$ cat src/rtl/mem_arbiter.sv
// Shares one external memory port between instruction fetch and M-stage data accesses.
// Define MEMARB_RR_EN for round-robin arbitration; otherwise data always beats fetch.
module mem_arbiter #(
  parameter int N       = 64,
  parameter int TIMEOUT = 255
) (
  input  logic          clk,
  input  logic          reset,
  input  logic          ireq,
  input  logic [31:0]   iadr,
  output logic          iack,
  output logic [31:0]   irdata,
  input  logic          dreq,
  input  logic [1:0]    dwe,
  input  logic          ddword,
  input  logic [N-1:0]  dadr,
  input  logic [N-1:0]  dwdata,
  output logic          dack,
  output logic [N-1:0]  drdata,
  output logic          istall,
  output logic          dstall,
  output logic          mreq,
  output logic [1:0]    mwe,
  output logic          mdword,
  output logic [N-1:0]  madr,
  output logic [N-1:0]  mwdata,
  input  logic [N-1:0]  mrdata,
  input  logic          mready,
  output logic          err
);

  localparam int WDW = $clog2(TIMEOUT + 1);
  localparam logic [WDW-1:0] WD_MAX = WDW'(TIMEOUT);

  typedef enum logic [1:0] {
    S_IDLE,
    S_IBUSY,
    S_DBUSY,
    S_RESP
  } state_e;

  state_e         state_q, state_d;
  logic           own_d_q, own_d_d;     // 1: data port owns the access in flight
  logic [N-1:0]   adr_q, adr_d;
  logic [1:0]     we_q, we_d;
  logic           dword_q, dword_d;
  logic [N-1:0]   wdata_q, wdata_d;
  logic [N-1:0]   rsp_q, rsp_d;
  logic [WDW-1:0] wdog_q, wdog_d;
  logic           err_q, err_d;
  logic           pick_d;

`ifdef MEMARB_RR_EN
  logic           last_d_q, last_d_d;   // 1: data port was granted most recently

  assign pick_d = dreq & (~ireq | ~last_d_q);

  always_ff @(posedge clk or negedge reset) begin
    if (!reset) last_d_q <= 1'b0;
    else        last_d_q <= last_d_d;
  end
`else
  assign pick_d = dreq;
`endif

  // NOTE: every state register uses non-blocking assignment so all of them
  // update together from the values seen before the edge.
  always_ff @(posedge clk or negedge reset) begin
    if (!reset) begin
      state_q <= S_IDLE;
      own_d_q <= 1'b0;
      adr_q   <= '0;
      we_q    <= '0;
      dword_q <= 1'b0;
      wdata_q <= '0;
      rsp_q   <= '0;
      wdog_q  <= '0;
      err_q   <= 1'b0;
    end else begin
      state_q <= state_d;
      own_d_q <= own_d_d;
      adr_q   <= adr_d;
      we_q    <= we_d;
      dword_q <= dword_d;
      wdata_q <= wdata_d;
      rsp_q   <= rsp_d;
      wdog_q  <= wdog_d;
      err_q   <= err_d;
    end
  end

  // NOTE: every signal driven here gets a default first, so no path can
  // leave one unassigned and infer a latch.
  always_comb begin
    state_d  = state_q;
    own_d_d  = own_d_q;
    adr_d    = adr_q;
    we_d     = we_q;
    dword_d  = dword_q;
    wdata_d  = wdata_q;
    rsp_d    = rsp_q;
    wdog_d   = wdog_q;
    err_d    = err_q;
`ifdef MEMARB_RR_EN
    last_d_d = last_d_q;
`endif

    unique case (state_q)
      S_IDLE: begin
        if (dreq || ireq) begin
          own_d_d = pick_d;
          state_d = pick_d ? S_DBUSY : S_IBUSY;
          adr_d   = pick_d ? dadr : N'(iadr);
          we_d    = pick_d ? dwe : 2'b00;
          dword_d = pick_d & ddword;
          wdata_d = pick_d ? dwdata : '0;
          wdog_d  = '0;
`ifdef MEMARB_RR_EN
          last_d_d = pick_d;
`endif
        end
      end

      S_IBUSY, S_DBUSY: begin
        if (mready) begin
          rsp_d   = mrdata;
          state_d = S_RESP;
        end else if (wdog_q == WD_MAX) begin
          // Memory never answered: complete with zero data and flag it.
          err_d   = 1'b1;
          rsp_d   = '0;
          state_d = S_RESP;
        end else begin
          wdog_d  = wdog_q + 1'b1;
        end
      end

      S_RESP:  state_d = S_IDLE;

      default: state_d = S_IDLE;
    endcase
  end

  assign mreq   = (state_q == S_IBUSY) || (state_q == S_DBUSY);
  assign mwe    = we_q;
  assign mdword = dword_q;
  assign madr   = adr_q;
  assign mwdata = wdata_q;

  assign iack   = (state_q == S_RESP) && !own_d_q;
  assign dack   = (state_q == S_RESP) &&  own_d_q;
  assign irdata = rsp_q[31:0];
  assign drdata = rsp_q;
  assign err    = err_q;

  assign istall = ireq & ~iack;
  assign dstall = dreq & ~dack;

endmodule

$ cat config.mk
export PLATFORM = sky130hd
export DESIGN_NAME = mem_arbiter
export DESIGN_NICKNAME = d
export VERILOG_FILES = /design/src/rtl/mem_arbiter.sv
export SDC_FILE = /design/constraint.sdc
export NUM_CORES = 1
export LEC_CHECK = 0
export BUFFER_PORTS_ARGS = -buffer_cell sky130_fd_sc_hd__buf_2
export CELL_PAD_IN_SITES_DETAIL_PLACEMENT = 0
export CELL_PAD_IN_SITES_GLOBAL_PLACEMENT = 1
export CORE_AREA = 2 2 180 182
export CTS_CLUSTER_DIAMETER = 120
export DETAILED_ROUTE_END_ITERATION = 7
export DIE_AREA = 0 0 182 184
export PLACE_DENSITY = 0.69
export SLEW_MARGIN = 20
export SYNTH_ARGS = -nofsm -noshare
export SYNTH_HDL_FRONTEND = slang
export SYNTH_SLANG_ARGS = --single-unit
$ cat constraint.sdc
create_clock -name clk -period 2.1 [get_ports clk]
set_input_delay 0.21 -clock clk [delete_from_list [all_inputs] [get_ports clk]]
set_output_delay 0.21 -clock clk [all_outputs]
set_load 0.02 [all_outputs]
* Word level (Yosys, flattened, before mapping)
Index checks and enable logic that the tools add are counted.
** Storage, ports and cells
- Register bits after elaboration :: 207
- Input bits :: 232
- Output and inout port bits :: 233
- Logic and storage cells :: 52
** Cells by class
- Add/sub/neg operators :: 1
- Equal/unequal tests :: 8
- Mux-type cells :: 14
- Bitwise logic cells :: 6
- Reduce and logical (&&, ||, !) cells :: 14
** Operators with widths (number)
- 64-bit 2-to-1 mux :: 4
- 8-bit 2-to-1 mux :: 3
- 8-bit case mux with 2 select lines :: 1
- 2-bit 2-to-1 mux :: 5
- 8-bit by 1-bit adder with 8-bit output, second input constant :: 1
- 8-bit equality test, second input constant :: 1
- 2-bit inequality test, second input constant :: 3
- 2-bit case mux with 3 select lines :: 1
- 2-bit AND reduction :: 3
- 2-bit equality test, second input constant :: 2
- 4-bit AND reduction :: 1
- 2-bit nonzero test :: 2
- 1-bit bitwise AND :: 3
- 3-bit inequality test, second input constant :: 1
- 1-bit inverter :: 3
- 3-bit AND reduction :: 1
- 2-bit by 1-bit equality test with 1-bit output, second input constant :: 1
- 1-bit logical AND :: 2
- 2-bit zero test :: 1
- 1-bit logical OR :: 2
- 2-bit OR reduction :: 1
- 1-bit zero test :: 1

* Depth between registers and ports, before layout
- Depth after elaboration :: 4
- Depth in mapped cells :: 8
- Depth with buffers taken out :: 6

* Worst setup path after synthesis
OpenSTA, ideal clock, no wires.
- Path kind :: flip-flop to flip-flop
- From :: register state_q[0]
- To :: register wdog_q[0]
- Setup time :: 0.125 ns
- Data arrival time :: 1.751 ns
- Required time :: 1.975 ns
- Slack :: 0.224 ns
- Cell stages (with the launch flop) :: 9
- Buffers on the path :: 2
- Clock period less this slack :: 1.876 ns
- Cell sequence :: dfrtp_1 inv_1 ha_1 buf_6 and4_4 a21oi_2 buf_6 nand2_2 mux2_2
** On the way
- Cells in the longest elaborated chain, start to end :: 4
- Elaborated cells between the ends (all ways) :: 10
- Classes of those cells :: eq/ne (5); mux (1); reduce/logical (4)
** RTL lines
- from (decl) :: line 42 : state_e state_q, state_d;
- from (signal assigned) :: line 80 : state_q <= state_d;
- 2-bit by 1-bit equality test with 1-bit output or 2-bit equality test (tied branches) :: line 108 : unique case (state_q)
- 2-bit OR reduction :: line 108
- 2-bit inequality test (no line) or 2-bit nonzero test (tied branches)
- 4-bit AND reduction (no line)
- to (signal assigned) :: line 87 : wdog_q <= wdog_d;
- to (decl) :: line 49 : logic [WDW-1:0] wdog_q, wdog_d;
Several ways; a longest one is shown, not always the timed one.
A chain may end at the register's enable or synchronous reset.

* Worst setup path in the final report
- From :: register state_q[0]
- To :: output mreq
** On the way
- Cells in the longest elaborated chain, start to end :: 2
- Elaborated cells between the ends (all ways) :: 3
- Classes of those cells :: eq/ne (2); reduce/logical (1)
** RTL lines
- 2-bit by 1-bit equality test with 1-bit output or 2-bit equality test (tied branches) :: line 144 : assign mreq = (state_q == S_IBUSY) || (state_q == S_DBUSY);
- 1-bit logical OR (*) :: line 144
- to (decl) :: line 22 : output logic mreq,
Mark *: on every way between the ends. The rest lies on a longest branch, timed or not.

==> reports/results.ini <==
[global_routing]
grt_pass1_vias=7743
antenna_found_initial=0
overflow=0
grtUsageTotal_pct=15.2
grt_max_degree=65
grt_pass1_wl_um=41400

[power_and_ir_drop]
clockPowerShare_pct=19.6
p_total_mw=21.3
p_per_area_mw_per_mm2=1560
p_sw_share_pct=41.4
p_switching_mw=8.81
combPwrFrac_pct=46.8
ir_drop_mv=0.908
seqPwrFrac_pct=33.6
p_leak_nw=7.11
p_int_mw=12.5

[outcome]
status=finished, final reports clean

[route]
first_pass_iters=6
post_drt_wl_per_cell_um=16.3
viasPerCell=4.49
ant_nets=0
drc=0
postRouteWirelength_um=27200
vias=7501
drt_iter0_drc=298

[layout]
fin_nets=1486
antenna_cells=0
area_growth_pct=67.3
drive_gt1_share_pct=42.2

[synth]
yosysSeqAreaShare_pct=63.5
mappedNetlistArea_mm2=0.00816
synth-edff-count=0
synth.ff_latch_count=207
synth-adder-area-share_pct=0.460
yosys.area_share.simple_pct=3.65
synth_top_family_by_area=compound AO/OA/AOI/OAI gates
yosysWarnings=0
ys.flop_type=dfrtp_1
synth.avg_cell_area_um2=13.4
async_flop_share_pct=100
netlist_instances=608
synth_cell_type_count=38
synth_compound_area_share_pct=21.7
synth_nets=843
synth-xor-area-share_pct=0.107
synthMuxAreaShare_pct=4.07

[worst_setup_path]
regToRegStartpoint=state_q[0]
critical_path_arrival_ns=1.69
startpoint_type=register
worstPathRequired_ns=1.89
r2r_setup_slack_ns=0.29
reg2regPathDepth=6
startpoint=state_q[0]
r2r_end=drdata[62]
crit_path_end_kind=primary output
criticalPathCategory=reg -> out
crit_fanout=6

[cts]
cts_tree=built
htreeDepth=1
clockRootBuffer=clkbuf_16
cts_resized=0
cts_buffers=24
clk_pin_slew_ns=0.06
cts_setup_buffers=0
cts_num_sinks=207
worstSkewPairLatency_ns=0.51
cts_max_path_buffers=3
cts_hold_buf=209

[sta]
fmax_mhz=526
finalSetupViolCount=0
tightest_slew_ns=0.747
rsz0062_at_grt=no
tns_ns=0
hold_violations=0
drv_slew=0
timing.final.crit_share_pct=90.5
relSlewSlack_pct=50.0
fin_worst_skew_ns=0.00561
layout_min_cycle_time_ns=1.90

[die]
die_w_um=182
dieHeight_um=184
dieArea_mm2=0.0335
io_pins=465
core-area_mm2=0.0314
rows=65
start_util_pct=26.0

[hold_path]
hold_depth=3
hold_end=madr[5]
min_path_type=in -> reg
hold_start=dadr[5]

[placed_design]
dpl.hpwl_um=18000
portBuffers=464
gp_congestion=0.763

[run]
cap_violations=0

==> state kept, by name (all words and copies together), names as in the netlist <==
| signal | cells |
|---|---|
| wdog_q | 8 |
| err | 1 |
| mwe | 2 |
| own_d_q | 1 |
| state_q | 2 |
| mdword | 1 |
| madr | 64 |
| drdata | 64 |
| mwdata | 64 |
==> cells by family (layout without fill, tap and decap cells) <==
group	count (synthesis)	in the layout
AOI/OAI and AO/OA	219	219
DFF	207	207
buffers and inverters	83	744
and+or+nand+nor	62	62
muxes	33	33
adders and majority gates	3	3
xor gates and xnor gates	1	1
==> placed cells by master, fill, tap and decap left out, drive strengths merged, types with 2 or more instances in the layout <==
master,netlist,final
buf,68,486
ha,3,3
nand2,38,38
mux2i,32,32
a21oi,7,7
inv,4,4
clkbuf,11,39
a31oi,3,3
dfrtp,207,207
dlygate4sd3,0,209
and2,4,4
nand3,3,3
nand2b,3,3
and3,2,2
a22o,166,166
clkinv,0,3
nor2,5,5
clkinvlp,0,2
nor2b,2,2
o41ai,2,2
o21ai,34,34
and4,2,2
==> synth_stat cells (2+ instances only) <==
cell type  instances  area share (%)
dfrtp_1          207              64
a22o_1           166              18
buf_4             39             3.6
nand2_1           37             1.7
mux2i_1           32             3.9
o21ai_0           31             1.9
buf_2             23             1.4
clkbuf_1          11            0.51
a21oi_1            6            0.37
buf_6              6            0.83
nor2_1             5            0.23
inv_1              4            0.18
a31oi_1            3            0.23
and2_1             3            0.23
ha_1               3            0.46
nand2b_1           3            0.23
nand3_1            3            0.18
and3_1             2            0.15
and4_4             2            0.28
nor2b_1            2            0.15
o21ai_1            2            0.12
o41ai_1            2            0.21
==> layout make-up <==
class | count | area [um2]
clock buffer | 38 | 744
clock inverter | 6 | 63.8
fill | 2939 | 17700
inverter | 4 | 15.0
multi-input combinational | 318 | 2460
sequential | 207 | 5180
tap | 402 | 503
timing repair buffer | 696 | 4680
==> metal layers <==
layer / up-vias / part of all wire, % / global-route usage [%]
met5: - / 0 / 0
met4: 0 / 2.4 / 4.35
met3: 39 / 6.3 / 3.55
met2: 290 / 52 / 28.0
met1: 3665 / 40 / 17.7
li1: 3507 / - / -
==> power by group through the flow <==
stage / combinational [mW] / clock, mW / sequential (mW)
4_1_cts: 10.0 / 4.32 / 7.12
5_1_grt: 10.7 / 4.48 / 7.39
3_3_place_gp: 9.55 / 0 / 7.13
6_report: 9.94 / 4.17 / 7.15
3_5_place_dp: 9.72 / 0 / 7.09
2_1_floorplan: 4.29 / 0 / 9.33
==> worst max-delay path: stages (launching register included) <==
cell and delay, ns:
dfrtp_1 0.37, inv_1 0.05, ha_1 0.37, buf_4 0.19, buf_2 0.20
==> stage by stage <==
step / hold slack, ns / cells / worst slack [ns] / area [um2] / utilization [%]
CTS: 0.00211 / 1671 / 0.118 / 13600 / 43.5
floorplan: -0.0856 / 608 / 0.224 / 8160 / -
global route: 0.00807 / 1671 / 0.0619 / 13600 / 43.5
global placement: 0.195 / 1418 / 0.357 / 10700 / 34.2
detailed placement: 0.192 / 1418 / 0.289 / 10700 / 34.2
finish: 0.0256 / 1671 / 0.199 / 13600 / 43.5
==> how the worst max path moves through the flow <==
stage	to	depth (start not counted)
detailed placement	drdata[5]	6
floorplan	wdog_q[0]	8
finish	mreq	4
CTS	mreq	4
global placement	drdata[61]	6
global route	mreq	4
(Power assumes the default switching activity.)
